### config.mk
export PLATFORM = sky130hd
export DESIGN_NAME = mini_core_accel_mul_int8
export DESIGN_NICKNAME = d
export VERILOG_FILES = /design/src/rtl/mini_core_accel_mul_int8.sv
export SDC_FILE = /design/constraint.sdc
export NUM_CORES = 1
export LEC_CHECK = 0
export BUFFER_PORTS_ARGS = -buffer_cell sky130_fd_sc_hd__buf_2
export CELL_PAD_IN_SITES_DETAIL_PLACEMENT = 0
export CELL_PAD_IN_SITES_GLOBAL_PLACEMENT = 1
export CORE_UTILIZATION = 35
export DETAILED_ROUTE_END_ITERATION = 10
export GPL_TIMING_DRIVEN = 0
export PLACE_DENSITY_LB_ADDON = 0.1
export SLEW_MARGIN = 0
export SYNTH_ARGS = -nofsm -noshare
export SYNTH_HDL_FRONTEND = slang
export SYNTH_SLANG_ARGS = --single-unit
### constraint.sdc
create_clock -name Clk -period 4.6 [get_ports Clk]
set_input_delay 0.92 -clock Clk [delete_from_list [all_inputs] [get_ports Clk]]
set_output_delay 0.92 -clock Clk [all_outputs]
set_load 0.02 [all_outputs]
### src/rtl/mini_core_accel_mul_int8.sv
// Sequential shift-add multiplier: restarts whenever the operand pair differs from the captured pair.
// Define MINI_CORE_ACCEL_MUL_SIGNED_EN for two's-complement operands (magnitude multiply plus sign fix-up).
module mini_core_accel_mul_int8 #(
  parameter int OPERAND_W = 8
) (
  input  logic                     Clk,
  input  logic                     Rst,
  input  logic [OPERAND_W-1:0]     multiplicand,
  input  logic [OPERAND_W-1:0]     multiplier,
  output logic                     done,
  output logic [2*OPERAND_W-1:0]   result
);

  localparam int RES_W = 2 * OPERAND_W;
  localparam int CNT_W = $clog2(OPERAND_W);

  typedef enum logic [1:0] {IDLE, BUSY, DONE} state_t;

  state_t               r_state;
  state_t               w_state_nxt;
  logic [OPERAND_W-1:0] r_mcand_cap;
  logic [OPERAND_W-1:0] r_mplier_cap;
  logic [OPERAND_W-1:0] r_mag_a;
  logic [OPERAND_W-1:0] r_mag_b;
  logic [RES_W-1:0]     r_acc;
  logic [RES_W-1:0]     r_result;
  logic [CNT_W-1:0]     r_cnt;
  logic                 r_done;
  logic                 w_capture;
  logic                 w_last;
  logic [OPERAND_W-1:0] w_mag_a;
  logic [OPERAND_W-1:0] w_mag_b;
  logic [RES_W-1:0]     w_partial;
  logic [RES_W-1:0]     w_acc_nxt;
  logic [RES_W-1:0]     w_product;

`ifdef MINI_CORE_ACCEL_MUL_SIGNED_EN
  logic r_neg;

  // Magnitude of a two's-complement operand; the most negative value maps to 2^(W-1), which still fits unsigned.
  function automatic logic [OPERAND_W-1:0] f_mag(input logic [OPERAND_W-1:0] x);
    return x[OPERAND_W-1] ? ((~x) + OPERAND_W'(1)) : x;
  endfunction

  function automatic logic [RES_W-1:0] f_apply_sign(input logic [RES_W-1:0] p, input logic neg);
    return neg ? ((~p) + RES_W'(1)) : p;
  endfunction

  assign w_mag_a   = f_mag(multiplicand);
  assign w_mag_b   = f_mag(multiplier);
  assign w_product = f_apply_sign(w_acc_nxt, r_neg);

  always_ff @(posedge Clk or negedge Rst) begin
    if (!Rst)          r_neg <= 1'b0;
    else if (w_capture) r_neg <= multiplicand[OPERAND_W-1] ^ multiplier[OPERAND_W-1];
  end
`else
  assign w_mag_a   = multiplicand;
  assign w_mag_b   = multiplier;
  assign w_product = w_acc_nxt;
`endif

  assign w_capture = {multiplicand, multiplier} != {r_mcand_cap, r_mplier_cap};
  assign w_last    = (r_cnt == CNT_W'(OPERAND_W - 1));
  assign w_partial = r_mag_b[r_cnt] ? (RES_W'(r_mag_a) << r_cnt) : '0;
  assign w_acc_nxt = r_acc + w_partial;

  always_ff @(posedge Clk or negedge Rst) begin
    if (!Rst) r_state <= IDLE;
    else      r_state <= w_state_nxt;
  end

  // An operand change wins over everything, including a BUSY step in flight.
  always_comb begin
    w_state_nxt = r_state;
    if (w_capture) begin
      w_state_nxt = BUSY;
    end else begin
      case (r_state)
        BUSY:    if (w_last) w_state_nxt = DONE;
        default: w_state_nxt = r_state;
      endcase
    end
  end

  always_ff @(posedge Clk or negedge Rst) begin
    if (!Rst) begin
      r_mcand_cap  <= '0;
      r_mplier_cap <= '0;
      r_mag_a      <= '0;
      r_mag_b      <= '0;
      r_acc        <= '0;
      r_cnt        <= '0;
      r_done       <= 1'b0;
      r_result     <= '0;
    end else if (w_capture) begin
      r_mcand_cap  <= multiplicand;
      r_mplier_cap <= multiplier;
      r_mag_a      <= w_mag_a;
      r_mag_b      <= w_mag_b;
      r_acc        <= '0;
      r_cnt        <= '0;
      r_done       <= 1'b0;
    end else if (r_state == BUSY) begin
      r_acc <= w_acc_nxt;
      r_cnt <= r_cnt + CNT_W'(1);
      if (w_last) begin
        r_result <= w_product;
        r_done   <= 1'b1;
      end
    end
  end

  assign done   = r_done;
  assign result = r_result;

endmodule
==> results of run 1 <==
-- final timing paths --
| kind | from | to | slack [ns] | depth (start not counted) |
|---|---|---|---|---|
| worst max-delay path | r_cnt[0] | result[12] | 0.68 | 13 |
| worst min-delay path | r_acc[2] | r_acc[2] | 0.50 | 2 |
| worst max register to register | r_cnt[0] | result[12] | 0.68 | 13 |
| worst min register to register | r_acc[2] | r_acc[2] | 0.50 | 2 |
| max in group asynchronous | Rst | r_acc[3] | 3.02 | 1 |
| min in group asynchronous | Rst | r_acc[9] | 0.84 | 1 |
-- logic make-up (layout without fill, tap and decap cells) --
| family | count (synthesis) | after routing |
|---|---|---|
| buf+inv | 33 | 75 |
| compound gates | 73 | 73 |
| flops | 53 | 53 |
| xor+xnor | 31 | 31 |
| fa+ha+maj | 18 | 18 |
| simple gates | 76 | 76 |
| mux | 24 | 24 |
-- placed cells by master (no fill, tap or decap), types with 9 or more instances in the layout --
cell       n
a22o_1    15
nand2_1   18
a21oi_1   23
buf_2     37
xor2_1    22
mux2_2    12
ha_1      17
nor2_1    35
dfrtp_1   53
xnor2_1    9
clkbuf_1  22
-- stage by stage --
| stage | cells | worst slack (ns) | utilization [%] |
|---|---|---|---|
| 5_1_grt | 458 | 0.3444 | 41.02 |
| 6_report | 458 | 0.6832 | 41.02 |
| 3_5_place_dp | 450 | 0.6764 | 39.48 |
| 4_1_cts | 458 | 0.6260 | 41.02 |
| 2_1_floorplan | 308 | 1.236 | - |
| 3_3_place_gp | 450 | 0.6236 | 39.48 |
-- critical path: cells and delay by family, from the launching register on --
| family | cells | cell delay (ns) |
|---|---|---|
| xor+xnor | 1 | 0.17 |
| compound gates | 5 | 1.12 |
| simple gates | 2 | 0.31 |
| mux | 2 | 0.84 |
| flops | 1 | 0.37 |
| buf+inv | 2 | 0.63 |
| fa+ha+maj | 1 | 0.36 |
-- final cells by class --
class / count / share of cell area, %
timing repair buffer: 34 / 4.780
tap: 108 / 3.796
clock inverter: 3 / 1.828
buffer: 27 / 3.163
clock buffer: 5 / 1.933
inverter: 6 / 0.6327
sequential: 53 / 37.26
multi-input combinational: 222 / 46.61
-- state kept, by name, indices dropped and copies added (netlist names) --
signal and cells:
r_acc 16, r_mag_b 8, r_state 2, result 16, r_mag_a 8, r_cnt 3
-- per-layer routing --
metal	GRT usage (%)	vias to the layer above
met3	3.052	8
met1	22.77	1111
li1	-	1165
met5	0	-
met4	3.922	0
met2	26.77	34
-- report_power, final --
group	total [mW]	internal, mW	switching [mW]
sequential	0.480	0.473	0.00680
combinational	0.0598	0.0247	0.0351
clock	0.372	0.216	0.156
==> summary.md, run 1 <==
| Metric | Value |
|---|---|
| Outcome | finished, final reports clean |
| Worst-Margin Slew | 1.194 ns |
| Top-count cell post-synth | dfrtp_1 |
| GRT overflow | 0 |
| Mapped cell area | 3120 um^2 |
| Max Buffers Root-to-Sink | 2 |
| Initial antenna violation count | 0 |
| DR vias | 2318 |
| Synth cell count leaders | 53 x dfrtp_1, 35 x nor2_1, 23 x a21oi_1 |
| Prevailing post-synth register cell | dfrtp_1 |
| Die area | 9297 um^2 |
| P per Cell Area | 256.1 nW/um^2 |
| Placer Congestion | 0.8272 |
| Simple-Gate Fraction of Synth Area | 11.23% |
| Critical path type | register to register |
| Syn_area_per_cell | 10.13 um^2 |
| Max Cap Viol | 0 |
| Io pins | 35 |
| Fin Hold WS | 0.5030 ns |
| Synth Instances | 308 |
| Wire length on met1 | 3.520 mm |
| CP max-delay cell | mux4_2 |
| Post-CTS Setup Inserts | 0 |
| CP endpoint kind | register |
| # diodes | 0 |
| Worst VDD drop | 0.1268 mV |
| Routed Antenna Nets | 0 |
| Post-route cell area | 3560 um^2 |
| Leakage | 1.748 nW |
| Dpl hpwl | 5.380 mm |
| Ys async rst share | 100.0% |
| Met2 wire len | 3.261 mm |
| Cell area after placement | 3426 um^2 |
| Clock Pin Slew Worst Setup and Hold Paths | 0.10 ns |
| First-pass GRT wire length | 11.54 mm |
| Req. time, crit path | 4.80 ns |
| Final setup vio count | 0 |
| Crit-path cells | clkbuf_1, mux4_2, nand2_1, and2_1, clkbuf_1, a21oi_1, ha_1, a211o_1, a31oi_1, o31a_1, o21ai_0, xor2_1, mux2_4 |
| Relative max-transition margin | 20.38% |
| Startpoint types | register |
| Leading area contributor after synthesis | dfrtp_1 |
| TritonCTS buffer count | 5 |
| Post-Synth XOR/XNOR Area | 8.701% |
| FMAX | 255.3 MHz |
| Initial core utilization | 35.96% |
| Fillers | 887 |
| Die Wd | 96.42 um |
| Synth area leaders | dfrtp_1 43%, ha_1 6.8%, xor2_1 6.2%, mux2_2 4.3%, a22o_1 4.2% |
| Vias per cell | 5.061 |
| Vias in the first global route | 2259 |
| First-pass DRT Iterations | 4 |
| Sequential fraction of the synthesis area | 42.50% |
| Fin Setup TNS | 0 ns |
| Share of cells above drive strength 1 | 19.43% |
| Die Ht | 96.42 um |
| CTS resizes | 0 |
| Tcrit/Tclk final | 85.15% |
| Final Critical Period | 3.917 ns |
| Hold Path Class | register to register |
| Post-route DRC | 0 |
| Met3 Wirelength | 153 um |
| WP data arrival | 4.12 ns |
| Clock sink total | 53 |
| Post-Syn Nets | 344 |
| Netlist cell types | 40 |
| Root buf cell | clkbuf_8 |
| Mux contribution to synthesized area | 9.783% |
| Uppermost routed layer | met4 |
| Final WL | 7.026 mm |
| CP max stage delay | 0.57 ns |
| Unrepaired setup endpoints after global routing | no |
| Worst-skew pair later-pin latency | 0.31 ns |
| Final worst clock skew | 0.005086 ns |
| Total Nets Final | 385 |
| Post-synthesis compound-gate area fraction | 16.00% |
| EDFF count, synth | 0 |
| Yosys warning count | 0 |
| CTS tree | yes |
| Largest family of logic cells by synthesized area | compound AO/OA/AOI/OAI gates |
| Total power | 0.9115 mW |
| Critical Path Fanout Max | 8 |
| Initial DRC Count | 85 |
| Yosys top cell area share | 42.50% |
| Yosys reg bits | 53 |
| Multi-input gate area | 1659 um^2 |
| Final Hold Fails | 0 |
| Area growth from synthesis to layout | 14.07% |
| Port Buf Inserts | 34 |
| Largest net degree at the start of global routing | 54 |
| DR WL/cell | 15.34 um |
| CTS H-Tree Depth | 2 |
| Register area | 1326 um^2 |
| Crit-path most repeated cell | clkbuf_1 |
| Synth Area in Adders | 7.458% |
| Site Rows | 34 |
| Final Max Tran Viols | 0 |
| Placeable Area | 8678 um^2 |
| Tot GR Track Use | 16.51% |
| Hold-fix buffers, CTS | 0 |
(Power assumes the default switching activity.)
==> run 2: changes to the inputs <==
--- a/config.mk
+++ b/config.mk
@@ -10,7 +10,7 @@
 export CELL_PAD_IN_SITES_GLOBAL_PLACEMENT = 1
 export CORE_UTILIZATION = 35
 export DETAILED_ROUTE_END_ITERATION = 10
-export GPL_TIMING_DRIVEN = 0
+export MAX_ROUTING_LAYER = met4
 export PLACE_DENSITY_LB_ADDON = 0.1
 export SLEW_MARGIN = 0
 export SYNTH_ARGS = -nofsm -noshare
==> summary.md, run 2 (synthesis gave the netlist of run 1 again) <==
| Metric | Value |
|---|---|
| Final WL | 6.882 mm (-2.0%) |
| Hold Path Class | register to register |
| GRT Max-Usage Layer | met2 |
| FMAX | 278.9 MHz (+9.3%) |
| Share of cells above drive strength 1 | 20.73% (+1.3 points) |
| Port Buf Inserts | 34 (unchanged) |
| Unrepaired setup endpoints after global routing | no |
| Site Rows | 34 (unchanged) |
| Final Max Tran Viols | 0 (unchanged) |
| Post-CTS Setup Inserts | 0 (unchanged) |
| Die area | 9297 um^2 (unchanged) |
| Initial DRC Count | 62 (-27%) |
| CP max-delay cell | dfrtp_1 |
| Dpl hpwl | 5.107 mm (-5.1%) |
| Total Nets Final | 363 (-5.7%) |
| Vias in the first global route | 2212 (-2.1%) |
| CTS tree | yes |
| Initial core utilization | 35.96% (unchanged) |
| Die Wd | 96.42 um (unchanged) |
| CTS resizes | 0 (unchanged) |
| First-pass DRT Iterations | 4 (unchanged) |
| Largest net degree at the start of global routing | 54 (unchanged) |
| CP max stage delay | 0.74 ns (+0.17 ns) |
| CP endpoint kind | register |
| Root buf cell | clkbuf_8 |
| Placer Congestion | 0.7890 (-4.6%) |
| M3 GR Usage | 2.582% (-0.47 points) |
| P per Cell Area | 232.8 nW/um^2 (-9.1%) |
| Die Ht | 96.42 um (unchanged) |
| WP data arrival | 3.78 ns (-0.34 ns) |
| Fin Setup TNS | 0 ns (unchanged) |
| Pre-CTS WS | 1.032 ns (+0.3556 ns) |
| Max Buffers Root-to-Sink | 2 (unchanged) |
| Req. time, crit path | 4.79 ns (about the same) |
| Post-route setup slack | 1.015 ns (+0.3319 ns) |
| Tot GR Track Use | 16.61% (+0.10 points) |
| Clock Pin Slew Worst Setup and Hold Paths | 0.10 ns (about the same) |
| Placeable Area | 8678 um^2 (unchanged) |
| Worst VDD drop | 0.1126 mV (-11%) |
| First-pass GRT wire length | 11.23 mm (-2.7%) |
| Initial antenna violation count | 0 (unchanged) |
| Post-route DRC | 0 (unchanged) |
| Vias per cell | 5.108 (+0.92%) |
| Final Hold Fails | 0 (unchanged) |
| GRT met2 Usage | 27.25% (+0.47 points) |
| # diodes | 0 (unchanged) |
| DR WL/cell | 15.78 um (+2.9%) |
| Final worst clock skew | 0.006352 ns (+0.001265 ns) |
| Routed Antenna Nets | 0 (unchanged) |
| Area growth from synthesis to layout | 10.02% |
| Startpoint types | register |
| Critical path type | register to register |
| Fin Hold WS | 0.5061 ns (+0.003164 ns) |
| Worst-Margin Slew | 0.7010 ns (-0.4933 ns) |
| Most frequent cells in the layout | 53 x dfrtp_1, 35 x nor2_1, 34 x buf_2 |
| CP top delay family | compound AO/OA/AOI/OAI gates |
| Crit-path cells | mux4_2, nand2_1, and2_1, nor2_1, ha_1, a21o_1, a2111oi_0, a21oi_1, xor2_1, mux2_2 |
| Tcrit/Tclk final | 77.93% (-7.2 points) |
| Worst-skew pair later-pin latency | 0.30 ns (about the same) |
| Buf/Inv on CP | 0 (-2) |
| Final setup vio count | 0 (unchanged) |
| TritonCTS buffer count | 5 (unchanged) |
| GRT met1 Usage | 21.89% (-0.88 points) |
| Io pins | 35 (unchanged) |
| Max Cap Viol | 0 (unchanged) |
| Relative max-transition margin | 53.26% (+33 points) |
| DR vias | 2227 (-3.9%) |
| Clock sink total | 53 (unchanged) |
| Leakage | 1.702 nW (-2.7%) |
| Outcome | finished, final reports clean |
| Final Critical Period | 3.585 ns (-0.3319 ns) |
| GRT overflow | 0 (unchanged) |
| CTS H-Tree Depth | 2 (unchanged) |
| Hold-fix buffers, CTS | 0 (unchanged) |
| Most common cell after layout, fill and taps aside | dfrtp_1 |
| Critical Path Fanout Max | 18 (+10) |
run 2: report_power, final:
part / total, mW / internal, mW / switching (mW)
clock: 0.263 / 0.106 / 0.157
sequential: 0.480 / 0.473 / 0.00697
combinational: 0.0562 / 0.0223 / 0.0339
total: 0.799 / 0.601 / 0.198
run 2: final timing paths:
kind	startpoint	endpoint	slack [ns]	depth (start not counted)
worst max-delay path	r_cnt[1]	result[15]	1.02	10
worst min-delay path	r_acc[2]	r_acc[2]	0.51	2
worst max register to register	r_cnt[1]	result[15]	1.02	10
worst min register to register	r_acc[2]	r_acc[2]	0.51	2
max in group asynchronous	Rst	result[3]	3.39	2
min in group asynchronous	Rst	result[12]	0.74	2
run 2: metrics by stage:
stage / utilization [%] / cell area (um^2) / power, mW / cells
finish: 39.56 / 3433 / 0.7991 / 436
global route: 39.56 / 3433 / 0.8452 / 436
CTS: 39.56 / 3433 / 0.8183 / 436
detailed placement: 38.61 / 3351 / 0.5464 / 428
global placement: 38.61 / 3351 / 0.5465 / 428
floorplan: - / 3120 / 0.5212 / 308
run 2: final cells by class:
type,count,area (um^2)
well taps,108,135.1
flip-flops and latches,53,1326
clock buffers,6,72.57
fillers,899,5245
multi-input cells,222,1659
repair buffers,39,207.7
inverters,6,22.52
clock inverters,2,10.01
run 2: layer usage:
metal / up-vias / routed length, um
li1: 1132 / -
met1: 1059 / 3479
met2: 30 / 3201
met3: 6 / 144
met4: 0 / 56
met5: - / 0
run 2: worst reg2reg max path: stages (launching register included):
cell       delay, ns
dfrtp_1         0.74
mux4_2          0.41
nand2_1         0.17
and2_1          0.27
nor2_1          0.11
ha_1            0.37
a21o_1          0.23
a2111oi_0       0.58
a21oi_1         0.16
xor2_1          0.17
mux2_2          0.26
==> run 3: changes to the inputs <==
--- a/config.mk
+++ b/config.mk
@@ -5,6 +5,7 @@
 export SDC_FILE = /design/constraint.sdc
 export NUM_CORES = 1
 export LEC_CHECK = 0
+export ABC_AREA = 1
 export BUFFER_PORTS_ARGS = -buffer_cell sky130_fd_sc_hd__buf_2
 export CELL_PAD_IN_SITES_DETAIL_PLACEMENT = 0
 export CELL_PAD_IN_SITES_GLOBAL_PLACEMENT = 1
==> constraint.sdc (replaced) <==
create_clock -name Clk -period 3.4 [get_ports Clk]
set_input_delay 0.68 -clock Clk [delete_from_list [all_inputs] [get_ports Clk]]
set_output_delay 0.68 -clock Clk [all_outputs]
set_load 0.02 [all_outputs]
==> summary.md, run 3 <==
| Metric | Value |
|---|---|
| Max Buffers Root-to-Sink | 2 (unchanged) |
| GRT overflow | 0 (unchanged) |
| Startpoint types | register |
| CTS H-Tree Depth | 2 (unchanged) |
| Finished Core Util | 39.30% (-0.26 points) |
| Post-route DRC | 0 (unchanged) |
| Post-Syn Nets | 575 (+67%) |
| Yosys warning count | 0 (unchanged) |
| Wire length on met1 | 4.538 mm (+30%) |
| Critical path type | register to register |
| Clock sink total | 53 (unchanged) |
| Pre-CTS WS | 0.6227 ns (-0.4094 ns) |
| Share of cells above drive strength 1 | 9.481% (-11 points) |
| Die Wd | 102.0 um (+5.8%) |
| Initial DRC Count | 152 (+150%) |
| Fin cells | 692 (+59%) |
| Final worst clock skew | 0.01666 ns (+0.01031 ns) |
| Most common cell after layout, fill and taps aside | nand2_1 |
| TritonCTS buffer count | 5 (unchanged) |
| Top-count cell post-synth | nand2_1 |
| Relative max-transition margin | 51.63% (-1.6 points) |
| Post-route cell area | 3824 um^2 (+11%) |
| Hold-fix buffers, CTS | 0 (unchanged) |
| Port Buf Inserts | 34 (unchanged) |
| Most frequent cells in the layout | 253 x nand2_1, 70 x inv_1, 53 x dfrtp_1 |
| Placer Congestion | 0.8074 (+2.3%) |
| Leakage | 2.331 nW (+37%) |
| Syn_area_per_cell | 6.493 um^2 (-36%) |
| WP data arrival | 3.02 ns (-0.76 ns) |
| Area growth from synthesis to layout | 9.260% |
| Post-route setup slack | 0.6343 ns (-0.3807 ns) |
| CP max stage delay | 0.38 ns (-0.36 ns) |
| Synth area leaders | dfrtp_1 38%, nand2_1 27%, inv_1 7.5%, ha_1 6.1%, nor2_1 4.6% |
| Crit-path cells | inv_1, a21oi_1, o21ai_0, nand2_1, nand2_1, nand2_1, o21ai_0, inv_1, ha_1, nand2_1, nand3b_1, nand2_1, nand2_1, nand2_1, nand2_1, nand2_1, nand2_1, nand2_1 |
| CTS resizes | 0 (unchanged) |
| Worst VDD drop | 0.1421 mV (+26%) |
| Total Nets Final | 594 (+64%) |
| Met3 Wirelength | 312 um (+120%) |
| Root buf cell | clkbuf_8 |
| First-pass GRT wire length | 14.60 mm (+30%) |
| Synth cell count leaders | 253 x nand2_1, 70 x inv_1, 53 x dfrtp_1 |
| CP endpoint kind | register |
| Mux contribution to synthesized area | 0% (-9.8 points) |
| Max Cap Viol | 0 (unchanged) |
| Leading area contributor after synthesis | dfrtp_1 |
| Met2 wire len | 3.495 mm (+9.2%) |
| Post-synthesis compound-gate area fraction | 5.327% (-11 points) |
| Site Rows | 36 (+5.9%) |
| Yosys top cell area share | 37.90% (-4.6 points) |
| Final Hold Fails | 0 (unchanged) |
| Synth Instances | 539 (+75%) |
| Vias per cell | 4.431 (-13%) |
| CTS tree | yes |
| Tot GR Track Use | 18.88% (+2.3 points) |
| Final Max Tran Viols | 0 (unchanged) |
| Initial antenna violation count | 0 (unchanged) |
| EDFF count, synth | 0 (unchanged) |
| Yosys reg bits | 53 (unchanged) |
| Final setup vio count | 0 (unchanged) |
| Hold Path Class | input port to async pin |
| First-pass DRT Iterations | 4 (unchanged) |
| Placed Cells | 684 (+60%) |
| Routed Antenna Nets | 0 (unchanged) |
| Placeable Area | 9729 um^2 (+12%) |
| Register area | 1326 um^2 (unchanged) |
| Cell area after placement | 3736 um^2 (+12%) |
| Multi-input gate area | 1777 um^2 (+7.1%) |
| DR WL/cell | 12.19 um (-23%) |
| # diodes | 0 (unchanged) |
| Die area | 10400 um^2 (+12%) |
| Outcome | finished, final reports clean |
| Dpl hpwl | 6.528 mm (+28%) |
| Ys async rst share | 100.0% (unchanged) |
| Die Ht | 102.0 um (+5.8%) |
| Largest family of logic cells by synthesized area | simple AND/OR/NAND/NOR gates |
| DR vias | 3066 (+38%) |
| Critical Path Fanout Max | 13 (-5) |
| Uppermost routed layer | met4 |
| Clock Pin Slew Worst Setup and Hold Paths | 0.11 ns (about the same) |
| Tcrit/Tclk final | 81.34% (+3.4 points) |
| Prevailing post-synth register cell | dfrtp_1 |
| Synth Area in Adders | 6.650% (-0.81 points) |
| Worst-Margin Slew | 0.7235 ns (+0.02241 ns) |
| Initial core utilization | 35.97% (about the same) |
| Post-CTS Setup Inserts | 0 (unchanged) |
| Req. time, crit path | 3.66 ns (-1.13 ns) |
| Worst-skew pair later-pin latency | 0.32 ns (+0.02 ns) |
| Unrepaired setup endpoints after global routing | no |
| Largest net degree at the start of global routing | 28 (-48%) |
| Mapped cell area | 3500 um^2 (+12%) |
| Simple-Gate Fraction of Synth Area | 36.79% (+26 points) |
| Final Critical Period | 2.766 ns (-0.8193 ns) |
| Io pins | 35 (unchanged) |
| P per Cell Area | 290.2 nW/um^2 (+25%) |
| Vias in the first global route | 2945 (+33%) |
| Post-Synth XOR/XNOR Area | 2.002% (-6.7 points) |
| Crit-path most repeated cell | nand2_1 |
| Fin Setup TNS | 0 ns (unchanged) |
| Netlist cell types | 27 (-33%) |
| Fillers | 1099 (+22%) |
| CP max-delay cell | dfrtp_1 |
| Sequential fraction of the synthesis area | 37.90% (-4.6 points) |
| FMAX | 361.6 MHz (+30%) |
| Final WL | 8.436 mm (+23%) |
==> run 3: kinds of logic after synthesis <==
| family | after synthesis |
|---|---|
| XOR/XNOR | 8 |
| AND/OR/NAND/NOR | 325 |
| adder cells (fa/ha/maj) | 18 |
| flip-flops | 53 |
| buffers and inverters | 98 |
| AO/OA/AOI/OAI | 37 |
==> run 3: worst paths after layout <==
check | startpoint | end | slack [ns] | depth (start not counted)
min in group Clk | result[3] | result[3] | 0.48 | 2
max reg2reg | r_cnt[1] | result[10] | 0.63 | 18
max | r_cnt[1] | result[10] | 0.63 | 18
min | Rst | result[8] | 0.35 | 1
min reg2reg | result[3] | result[3] | 0.48 | 2
max in group asynchronous | Rst | r_mag_a[6] | 2.21 | 2
==> run 3: layout make-up <==
class | instances | share of cell area (%)
multi-input combinational | 388 | 46.47
sequential | 53 | 34.69
inverter | 73 | 7.166
timing repair buffer | 37 | 5.039
tap | 133 | 4.352
clock buffer | 6 | 1.898
clock inverter | 2 | 0.3927
==> run 3: metal layers <==
layer	vias to the layer above	global-route usage, %
li1	1644	-
met5	-	-
met2	53	27.98
met1	1359	26.58
met4	0	5.385
met3	10	2.804
==> run 3: stage by stage <==
stage                     hold slack [ns]  power (mW)
after CTS                          0.3549       1.139
after detailed placement           0.4607      0.7510
after floorplan                    0.3844      0.7132
after global routing               0.3814       1.176
after global placement             0.4571      0.7508
final                              0.3493       1.110
==> run 3: worst max-delay path, delay by kind of cell, from the launching register on <==
family | cells | cell delay [ns]
fa+ha+maj | 1 | 0.35
flops | 1 | 0.38
simple gates | 12 | 1.34
buf+inv | 2 | 0.35
compound gates | 3 | 0.28
==> run 3: power breakdown <==
group | internal [mW] | switching [mW] | total [mW]
clock network | 0.146 | 0.228 | 0.373
registers | 0.640 | 0.00732 | 0.647
logic | 0.0304 | 0.0590 | 0.0893
